File: src/rtl/ocr_segment_scheduler_pkg.sv
// Shared types and defaults for the OCR segment scheduler.
package ocr_segment_scheduler_pkg;

    typedef enum logic [2:0] {
        S_IDLE,
        S_FETCH,
        S_CHECK,
        S_RESET_CU,
        S_LOAD,
        S_REPORT,
        S_DONE,
        S_ERROR
    } seg_sched_state_t;

    typedef enum logic [1:0] {
        ERR_NONE     = 2'd0,
        ERR_BP_RANGE = 2'd1,
        ERR_ORDER    = 2'd2,
        ERR_TIMEOUT  = 2'd3
    } seg_err_t;

    localparam int unsigned CU_RST_CYCLES_DEF = 2;

endpackage

File: src/rtl/ocr_segment_scheduler_if.sv
// Scheduler bus: controller start/abort/status, breakpoint RAM port and OCR core control.
// master = scheduler side, slave = controller / RAM / OCR core side.
interface ocr_segment_scheduler_if #(
    parameter int unsigned ADDR_W    = 16,
    parameter int unsigned BP_ADDR_W = 8,
    parameter int unsigned CNT_W     = 8,
    parameter int unsigned WD_W      = 16
);
    logic                 start;
    logic                 abort;
    logic [BP_ADDR_W-1:0] num_segments;
    logic [WD_W-1:0]      wd_limit;
    logic [BP_ADDR_W-1:0] bp_addr;
    logic [ADDR_W-1:0]    bp_data;
    logic                 bp_error;
    logic                 ocr_done;
    logic [7:0]           output_dig_detect;
    logic [ADDR_W-1:0]    addr_pixel_start;
    logic [ADDR_W-1:0]    addr_pixel_end;
    logic                 cu_rst;
    logic                 image_loaded;
    logic                 seg_valid;
    logic                 final_seg;
    logic                 busy;
    logic                 done;
    logic                 error_flag;
    logic [1:0]           err_code;
    logic [CNT_W-1:0]     seg_count;
    logic [CNT_W-1:0]     digit_seg_count;

    modport master (
        input  start, abort, num_segments, wd_limit, bp_data, bp_error,
               ocr_done, output_dig_detect,
        output bp_addr, addr_pixel_start, addr_pixel_end, cu_rst, image_loaded,
               seg_valid, final_seg, busy, done, error_flag, err_code,
               seg_count, digit_seg_count
    );

    modport slave (
        output start, abort, num_segments, wd_limit, bp_data, bp_error,
               ocr_done, output_dig_detect,
        input  bp_addr, addr_pixel_start, addr_pixel_end, cu_rst, image_loaded,
               seg_valid, final_seg, busy, done, error_flag, err_code,
               seg_count, digit_seg_count
    );

endinterface

File: src/rtl/ocr_segment_scheduler_watchdog.sv
// Per-segment LOAD watchdog: counts enabled cycles from a clear; limit 0 never expires.
module ocr_segment_scheduler_watchdog #(
    parameter int unsigned WD_W = 16
) (
    input  logic            clk_in,
    input  logic            rst,
    input  logic            clear,
    input  logic            enable,
    input  logic [WD_W-1:0] limit,
    output logic            expired
);
    localparam logic [WD_W-1:0] WD_ONE = 1;

    logic [WD_W-1:0] count;

    // Cycle counter, held at all-ones rather than wrapping.
    always_ff @(posedge clk_in) begin
        if (rst || clear) begin
            count <= '0;
        end else if (enable && (count != '1)) begin
            count <= count + WD_ONE;
        end
    end

    assign expired = enable && (limit != '0) && (count == (limit - WD_ONE));

endmodule

File: src/rtl/ocr_segment_scheduler.sv
// Walks the breakpoint RAM, derives each segment's pixel window, launches the OCR core
// per segment under a watchdog and reports each result.
module ocr_segment_scheduler
    import ocr_segment_scheduler_pkg::*;
#(
    parameter int unsigned ADDR_W        = 16,
    parameter int unsigned BP_ADDR_W     = 8,
    parameter int unsigned CNT_W         = 8,
    parameter int unsigned WD_W          = 16,
    parameter int unsigned CU_RST_CYCLES = CU_RST_CYCLES_DEF
) (
    input  logic                   clk_in,
    input  logic                   rst,
    ocr_segment_scheduler_if.master bus
);
    localparam int unsigned RC_W = (CU_RST_CYCLES > 1) ? $clog2(CU_RST_CYCLES) : 1;
    localparam logic [RC_W-1:0]      RC_LAST  = RC_W'(CU_RST_CYCLES - 1);
    localparam logic [RC_W-1:0]      RC_ONE   = 1;
    localparam logic [BP_ADDR_W-1:0] BP_ONE   = 1;
    localparam logic [ADDR_W-1:0]    ADDR_ONE = 1;
    localparam logic [CNT_W-1:0]     CNT_ONE  = 1;

    seg_sched_state_t     state, state_next;
    seg_err_t             err_q, err_next;
    logic [BP_ADDR_W-1:0] idx, num_seg_q, bp_addr_q;
    logic [ADDR_W-1:0]    prev_end, start_addr, win_start, win_end;
    logic [CNT_W-1:0]     seg_cnt, dig_cnt;
    logic [RC_W-1:0]      rc_cnt;
    logic                 err_set, start_accept, load_window, do_report;
    logic                 enter_done, capture_dig, done_q, dig_nz;
    logic                 last_seg, in_load, wd_clear, wd_expired;

    assign in_load    = (state == S_LOAD);
    assign wd_clear   = !in_load;
    assign last_seg   = (idx == (num_seg_q - BP_ONE));
    assign start_addr = (idx == '0) ? '0 : (prev_end + ADDR_ONE);

    ocr_segment_scheduler_watchdog #(
        .WD_W (WD_W)
    ) u_watchdog (
        .clk_in  (clk_in),
        .rst     (rst),
        .clear   (wd_clear),
        .enable  (in_load),
        .limit   (bus.wd_limit),
        .expired (wd_expired)
    );

    // State register.
    always_ff @(posedge clk_in) begin
        if (rst) begin
            state <= S_IDLE;
        end else begin
            state <= state_next;
        end
    end

    // Next-state and per-cycle control strobes; abort overrides everything.
    always_comb begin
        state_next   = state;
        err_next     = ERR_NONE;
        err_set      = 1'b0;
        start_accept = 1'b0;
        load_window  = 1'b0;
        do_report    = 1'b0;
        enter_done   = 1'b0;
        capture_dig  = 1'b0;
        case (state)
            S_IDLE, S_DONE, S_ERROR: begin
                if (bus.start) begin
                    start_accept = 1'b1;
                    if (bus.num_segments == '0) begin
                        state_next = S_DONE;
                        enter_done = 1'b1;
                    end else begin
                        state_next = S_FETCH;
                    end
                end
            end
            S_FETCH: state_next = S_CHECK;
            S_CHECK: begin
                if (bus.bp_error) begin
                    state_next = S_ERROR;
                    err_next   = ERR_BP_RANGE;
                    err_set    = 1'b1;
                end else if (bus.bp_data < start_addr) begin
                    state_next = S_ERROR;
                    err_next   = ERR_ORDER;
                    err_set    = 1'b1;
                end else begin
                    load_window = 1'b1;
                    state_next  = S_RESET_CU;
                end
            end
            S_RESET_CU: begin
                if (rc_cnt == RC_LAST) begin
                    state_next = S_LOAD;
                end
            end
            S_LOAD: begin
                if (bus.ocr_done) begin
                    capture_dig = 1'b1;
                    state_next  = S_REPORT;
                end else if (wd_expired) begin
                    state_next = S_ERROR;
                    err_next   = ERR_TIMEOUT;
                    err_set    = 1'b1;
                end
            end
            S_REPORT: begin
                do_report = 1'b1;
                if (last_seg) begin
                    state_next = S_DONE;
                    enter_done = 1'b1;
                end else begin
                    state_next = S_FETCH;
                end
            end
            default: state_next = S_IDLE;
        endcase
        if (bus.abort) begin
            state_next   = S_IDLE;
            err_set      = 1'b0;
            start_accept = 1'b0;
            load_window  = 1'b0;
            do_report    = 1'b0;
            enter_done   = 1'b0;
            capture_dig  = 1'b0;
        end
    end

    // Times the OCR core reset pulse; restarts from zero on every RESET_CU entry.
    always_ff @(posedge clk_in) begin
        if (rst || (state != S_RESET_CU)) begin
            rc_cnt <= '0;
        end else begin
            rc_cnt <= rc_cnt + RC_ONE;
        end
    end

    // Pass datapath: index, window, error code and saturating result counters.
    // The digit-detect flag is captured with ocr_done so REPORT does not depend
    // on the core holding its result an extra cycle.
    always_ff @(posedge clk_in) begin
        if (rst) begin
            idx       <= '0;
            num_seg_q <= '0;
            bp_addr_q <= '0;
            prev_end  <= '0;
            win_start <= '0;
            win_end   <= '0;
            seg_cnt   <= '0;
            dig_cnt   <= '0;
            err_q     <= ERR_NONE;
            done_q    <= 1'b0;
            dig_nz    <= 1'b0;
        end else begin
            done_q <= enter_done;
            if (bus.abort || start_accept) begin
                err_q <= ERR_NONE;
            end else if (err_set) begin
                err_q <= err_next;
            end
            if (start_accept) begin
                idx       <= '0;
                prev_end  <= '0;
                seg_cnt   <= '0;
                dig_cnt   <= '0;
                num_seg_q <= bus.num_segments;
                if (bus.num_segments != '0) begin
                    bp_addr_q <= '0;
                end
            end
            if (load_window) begin
                win_start <= start_addr;
                win_end   <= bus.bp_data;
                prev_end  <= bus.bp_data;
            end
            if (capture_dig) begin
                dig_nz <= |bus.output_dig_detect;
            end
            if (do_report) begin
                if (seg_cnt != '1) begin
                    seg_cnt <= seg_cnt + CNT_ONE;
                end
                if (dig_nz && (dig_cnt != '1)) begin
                    dig_cnt <= dig_cnt + CNT_ONE;
                end
                if (!last_seg) begin
                    idx       <= idx + BP_ONE;
                    bp_addr_q <= idx + BP_ONE;
                end
            end
        end
    end

    assign bus.bp_addr          = bp_addr_q;
    assign bus.addr_pixel_start = win_start;
    assign bus.addr_pixel_end   = win_end;
    assign bus.cu_rst           = !((state == S_LOAD) || (state == S_REPORT));
    assign bus.image_loaded     = in_load;
    assign bus.seg_valid        = (state == S_REPORT);
    assign bus.final_seg        = (state == S_REPORT) && last_seg;
    assign bus.busy             = !((state == S_IDLE) || (state == S_DONE) || (state == S_ERROR));
    assign bus.done             = done_q;
    assign bus.error_flag       = (state == S_ERROR);
    assign bus.err_code         = err_q;
    assign bus.seg_count        = seg_cnt;
    assign bus.digit_seg_count  = dig_cnt;

endmodule

File: src/flat_wrapper.sv
// flat-port wrapper written by rule: the top's interface ports become plain ports
module ocr_segment_scheduler_flat import ocr_segment_scheduler_pkg::*;
#(
    parameter int unsigned ADDR_W        = 16,
    parameter int unsigned BP_ADDR_W     = 8,
    parameter int unsigned CNT_W         = 8,
    parameter int unsigned WD_W          = 16,
    parameter int unsigned CU_RST_CYCLES = CU_RST_CYCLES_DEF
)
  (clk_in, rst, bus_start, bus_abort, bus_num_segments, bus_wd_limit, bus_bp_data, bus_bp_error, bus_ocr_done, bus_output_dig_detect, bus_bp_addr, bus_addr_pixel_start, bus_addr_pixel_end, bus_cu_rst, bus_image_loaded, bus_seg_valid, bus_final_seg, bus_busy, bus_done, bus_error_flag, bus_err_code, bus_seg_count, bus_digit_seg_count);
  ocr_segment_scheduler_if #(.ADDR_W(ADDR_W), .BP_ADDR_W(BP_ADDR_W), .CNT_W(CNT_W), .WD_W(WD_W)) bus_i ();
  input  logic clk_in;
  input  logic rst;
  input wire logic [$bits(bus_i.start)-1:0] bus_start;
  input wire logic [$bits(bus_i.abort)-1:0] bus_abort;
  input wire logic [$bits(bus_i.num_segments)-1:0] bus_num_segments;
  input wire logic [$bits(bus_i.wd_limit)-1:0] bus_wd_limit;
  input wire logic [$bits(bus_i.bp_data)-1:0] bus_bp_data;
  input wire logic [$bits(bus_i.bp_error)-1:0] bus_bp_error;
  input wire logic [$bits(bus_i.ocr_done)-1:0] bus_ocr_done;
  input wire logic [$bits(bus_i.output_dig_detect)-1:0] bus_output_dig_detect;
  output wire logic [$bits(bus_i.bp_addr)-1:0] bus_bp_addr;
  output wire logic [$bits(bus_i.addr_pixel_start)-1:0] bus_addr_pixel_start;
  output wire logic [$bits(bus_i.addr_pixel_end)-1:0] bus_addr_pixel_end;
  output wire logic [$bits(bus_i.cu_rst)-1:0] bus_cu_rst;
  output wire logic [$bits(bus_i.image_loaded)-1:0] bus_image_loaded;
  output wire logic [$bits(bus_i.seg_valid)-1:0] bus_seg_valid;
  output wire logic [$bits(bus_i.final_seg)-1:0] bus_final_seg;
  output wire logic [$bits(bus_i.busy)-1:0] bus_busy;
  output wire logic [$bits(bus_i.done)-1:0] bus_done;
  output wire logic [$bits(bus_i.error_flag)-1:0] bus_error_flag;
  output wire logic [$bits(bus_i.err_code)-1:0] bus_err_code;
  output wire logic [$bits(bus_i.seg_count)-1:0] bus_seg_count;
  output wire logic [$bits(bus_i.digit_seg_count)-1:0] bus_digit_seg_count;
  assign bus_i.start = bus_start;
  assign bus_i.abort = bus_abort;
  assign bus_i.num_segments = bus_num_segments;
  assign bus_i.wd_limit = bus_wd_limit;
  assign bus_i.bp_data = bus_bp_data;
  assign bus_i.bp_error = bus_bp_error;
  assign bus_i.ocr_done = bus_ocr_done;
  assign bus_i.output_dig_detect = bus_output_dig_detect;
  assign bus_bp_addr = bus_i.bp_addr;
  assign bus_addr_pixel_start = bus_i.addr_pixel_start;
  assign bus_addr_pixel_end = bus_i.addr_pixel_end;
  assign bus_cu_rst = bus_i.cu_rst;
  assign bus_image_loaded = bus_i.image_loaded;
  assign bus_seg_valid = bus_i.seg_valid;
  assign bus_final_seg = bus_i.final_seg;
  assign bus_busy = bus_i.busy;
  assign bus_done = bus_i.done;
  assign bus_error_flag = bus_i.error_flag;
  assign bus_err_code = bus_i.err_code;
  assign bus_seg_count = bus_i.seg_count;
  assign bus_digit_seg_count = bus_i.digit_seg_count;
  ocr_segment_scheduler #(.ADDR_W(ADDR_W), .BP_ADDR_W(BP_ADDR_W), .CNT_W(CNT_W), .WD_W(WD_W), .CU_RST_CYCLES(CU_RST_CYCLES)) u_core (.clk_in(clk_in), .rst(rst), .bus(bus_i));
endmodule
File: config.mk
export PLATFORM = sky130hd
export DESIGN_NAME = ocr_segment_scheduler_flat
export DESIGN_NICKNAME = d
export VERILOG_FILES = /design/src/rtl/ocr_segment_scheduler_pkg.sv /design/src/rtl/ocr_segment_scheduler_if.sv /design/src/rtl/ocr_segment_scheduler_watchdog.sv /design/src/rtl/ocr_segment_scheduler.sv /design/src/flat_wrapper.sv
export SDC_FILE = /design/constraint.sdc
export NUM_CORES = 1
export LEC_CHECK = 0
export ABC_CLOCK_PERIOD_IN_PS = 8000
export BUFFER_PORTS_ARGS = -buffer_cell sky130_fd_sc_hd__buf_2
export CORE_MARGIN = 1
export CORE_UTILIZATION = 25
export DETAILED_ROUTE_END_ITERATION = 16
export GPL_TIMING_DRIVEN = 0
export SKIP_CTS_REPAIR_TIMING = 1
export SYNTH_ARGS = -nofsm -noshare
export SYNTH_HDL_FRONTEND = slang
export SYNTH_SLANG_ARGS = --single-unit
File: constraint.sdc
create_clock -name clk_in -period 8 [get_ports clk_in]
set_input_delay 1.6 -clock clk_in [delete_from_list [all_inputs] [get_ports clk_in]]
set_output_delay 1.6 -clock clk_in [all_outputs]
set_load 0.05 [all_outputs]
==> summary.md <==
| Metric | Value |
|---|---|
| Commonest non-fill, non-tap cells in the layout | 122 x buf_2, 113 x nand2_1, 112 x dfxtp_1 |
| Via density | ~4.7 |
| Share of layout cells above drive strength 1 | 17.9% |
| Hold Crit Endpoint | u_core.rc_cnt$_SDFF_PP0_ |
| Max-slew violation count | 0 |
| Global placer's final weighted congestion | 0.887 |
| Area occupied by multi-input gates | 3820 sq um |
| Worst Path Max Fanout | 10 |
| CTS clk-pin slew, worst paths | about 0.08 ns |
| First-pass GRT wire length | 29200 um |
| Worst slew pin tran | 0.845 ns |
| Die Height | 161 um |
| Routed via count | ~6000 |
| VDD IR max | 0.0000996 V |
| Layout Area Growth over Synthesis | 20.3% |
| Final antenna-violating net count | 0 |
| Clock Tree Root | clkbuf_16 |
| WP data required | 8.28 ns |
| Status | complete, no violations |
| Flops & latches, synth | 112 |
| Worst r2r src | u_core.idx[0]$_SDFF_PP0_ |
| Max Cap Violations | 0 |
| Leakage power | between 2 and 3 nW |
| Largest net degree at the start of global routing | 19 |
| CTS buffer count | 9 |
| Dpl cells | 1250 |
| Final Hold Vio Count | 0 |
| Yosys Warn Count | 0 |
| Average size of a mapped cell | just under 8 sq um |
| HP Start | u_core.rc_cnt$_SDFF_PP0_ |
| Core Area | 24500 sq um |
| Port Buffers | ~120 |
| Reg2Reg Depth | 16 |
| Post-synth top area share | 35.6% |
| Worst hold path type | reg2reg |
| Clk_lat worst skew | 0.37 ns |
| Final #Nets | 1016 |
| Crit Path Category | reg2reg |
| Final Cycle Share | 59.0% |
| Die Wd | 161 um |
| Power Density | roughly 150 nW/um^2 |
| Syn Inst Count | 809 |
| Part of the Yosys area used for sequential elements | a little over a third |
| Post-synth ARST share | 0% |
| Post-DP HPWL | around 14000 um |
| Ports | 119 |
| Remaining Overflow, GRT | 0 |
| Pre-antenna DRT Iters | 5 |
| Critical Path End Type | flop |
| Max-Slew Margin vs Limit | 43.3% |
| Setup TNS | 0 ns |
| H-tree lvl count | 3 |
| Min-Delay Path Depth | 1 |
| CTS Buffer Depth | 2 |
| Fin crit period | 4.72 ns |
| CP arrival | 5.00 ns |
| Starting Density | between 20% and 30% |
| Initial antenna violation count | 0 |
| DIE AREA | 25800 sq um |
| Final setup vio count | 0 |
| FF-to-FF setup slack | 3.28 ns |
| Worst setup SP type | flop |
| RSZ-0062 raised after global routing | false |
| Clock sink count | 112 |
| CTS tree | built |
| DRC | 0 |
| Drt initial violations | 454 |
| Final cell count without fillers | between 1000 and 1500 |
| Syn_nets | roughly 890 |
| Synth area leaders | dfxtp_1 36%, a21oi_1 8.2%, nand2_1 6.7%, nor2_1 6.0%, xor2_1 5.6% |
| Setup Skew | 0.0153 ns |
| Filler cells | around 2700 |
| Post-DR wirelength/cell | about 14 um |
| WL final | 18200 um |
| Reg area | 2240 sq um |
| Row count | 57 |
| Vias in the first global route | ~5400 |
| Yosys cell types | between 60 and 70 |
| Largest area contributor in the netlist | dfxtp_1 |
| Syn Std Cell Area | between 6000 and 7000 sq um |
| Fmax | ~210 MHz |
| GRT Overall Usage | 14.3% |
| Number of enable flip-flop cells after synthesis | 0 |
| Commonest non-fill, non-tap cell in the layout | buf_2 |
| Synth Flop Type | dfxtp_1 |
| Worst reg2reg path endpoint | u_core.prev_end[14]$_SDFFE_PP0P_ |
==> power by group <==
group          internal (mW)  total [mW]  switching (mW)
clock network          0.225       0.449           0.223
registers              0.561       0.565         0.00387
logic                 0.0411       0.112          0.0706
total                  0.827        1.13           0.298
==> Yosys cell counts, drive strengths merged, types with 2 or more instances <==
library cell,instances
a211oi,3
o2111ai,4
o22ai,2
nor2b,7
or3b,3
or4b,2
o311ai,2
nand3b,15
and3,16
nor3,25
xnor2,26
and2,7
nand2b,7
mux2,2
xor2,40
nand2,113
o211ai,4
clkbuf,34
a21oi,103
o21a,3
mux2i,3
nor2,101
or2,14
o221a,2
a21boi,3
or3,5
nand4,11
and4,3
buf,8
a21o,4
nor4,14
ha,25
dfxtp,112
nand3,24
o21ai,29
inv,15
==> state kept, by name (all words and copies together), names as in the netlist, 2 cells and up <==
register / cells
u_core.bus.addr_pixel_end: 16
u_core.bus.addr_pixel_start: 16
u_core.bus.bp_addr: 8
u_core.bus.digit_seg_count: 8
u_core.bus.err_code: 2
u_core.bus.seg_count: 8
u_core.idx: 8
u_core.num_seg_q: 8
u_core.prev_end: 16
u_core.state: 3
u_core.u_watchdog.count: 16
==> critical path, stage by stage (launching register included) <==
cell	delay, ns
dfxtp_1	0.38
inv_1	0.08
ha_1	0.13
or4b_1	0.44
nor4_2	0.44
clkbuf_1	0.37
or2_2	0.18
ha_1	0.23
a21oi_1	0.18
o21ai_0	0.13
nor2b_1	0.14
a211oi_1	0.70
a21boi_4	0.21
nor2_1	0.46
buf_2	0.33
nand2_1	0.08
a21oi_1	0.13
==> routing by layer <==
layer	vias up	global-route usage [%]	routed length (um)
met1	2725	19.6	8830
met2	153	22.3	8190
li1	3075	-	-
met3	21	2.71	879
met4	0	4.80	296
met5	-	0	0
==> per-stage QoR <==
step                      area, sq um  setup WS, ns  total power [mW]  hold slack [ns]  utilization (%)
after floorplan                  6300          4.02             0.647            0.399                -
after CTS                        7580          3.15              1.14            0.430             30.9
after global routing             7580          2.79              1.17            0.451             30.9
final                            7580          3.28              1.13            0.429             30.9
after detailed placement         7290          3.20             0.690            0.420             29.7
after global placement           7290          3.27             0.689            0.412             29.7
==> layout make-up <==
cell class	count	area share, %
multi-input combinational	640	50.4
tap	324	5.35
sequential	112	29.6
clock inverter	4	0.479
timing repair buffer	117	7.73
antenna	1	0.0330
inverter	15	0.743
buffer	42	2.41
clock buffer	12	3.25
==> worst max-delay path by stage <==
stage / cells past startpoint / start / end
2_1_floorplan: 11 / bus_wd_limit[0] / u_core.state[0]$_SDFFE_PP0P_
3_3_place_gp: 16 / u_core.idx[0]$_SDFF_PP0_ / u_core.prev_end[14]$_SDFFE_PP0P_
3_5_place_dp: 16 / u_core.idx[0]$_SDFF_PP0_ / u_core.prev_end[10]$_SDFFE_PP0P_
4_1_cts: 16 / u_core.idx[0]$_SDFF_PP0_ / u_core.prev_end[14]$_SDFFE_PP0P_
5_1_grt: 16 / u_core.idx[0]$_SDFF_PP0_ / u_core.prev_end[14]$_SDFFE_PP0P_
6_report: 16 / u_core.idx[0]$_SDFF_PP0_ / u_core.prev_end[14]$_SDFFE_PP0P_
==> cell families after synthesis <==
group / Yosys count / synth area share [%]
AOI/OAI and AO/OA: 174 / 16.7
xor gates and xnor gates: 66 / 9.17
adders and majority gates: 25 / 4.96
buffers and inverters: 57 / 3.79
DFF: 112 / 35.6
muxes: 5 / 0.834
and+or+nand+nor: 370 / 29.0
Note: power is estimated with default switching activity, not from simulation.
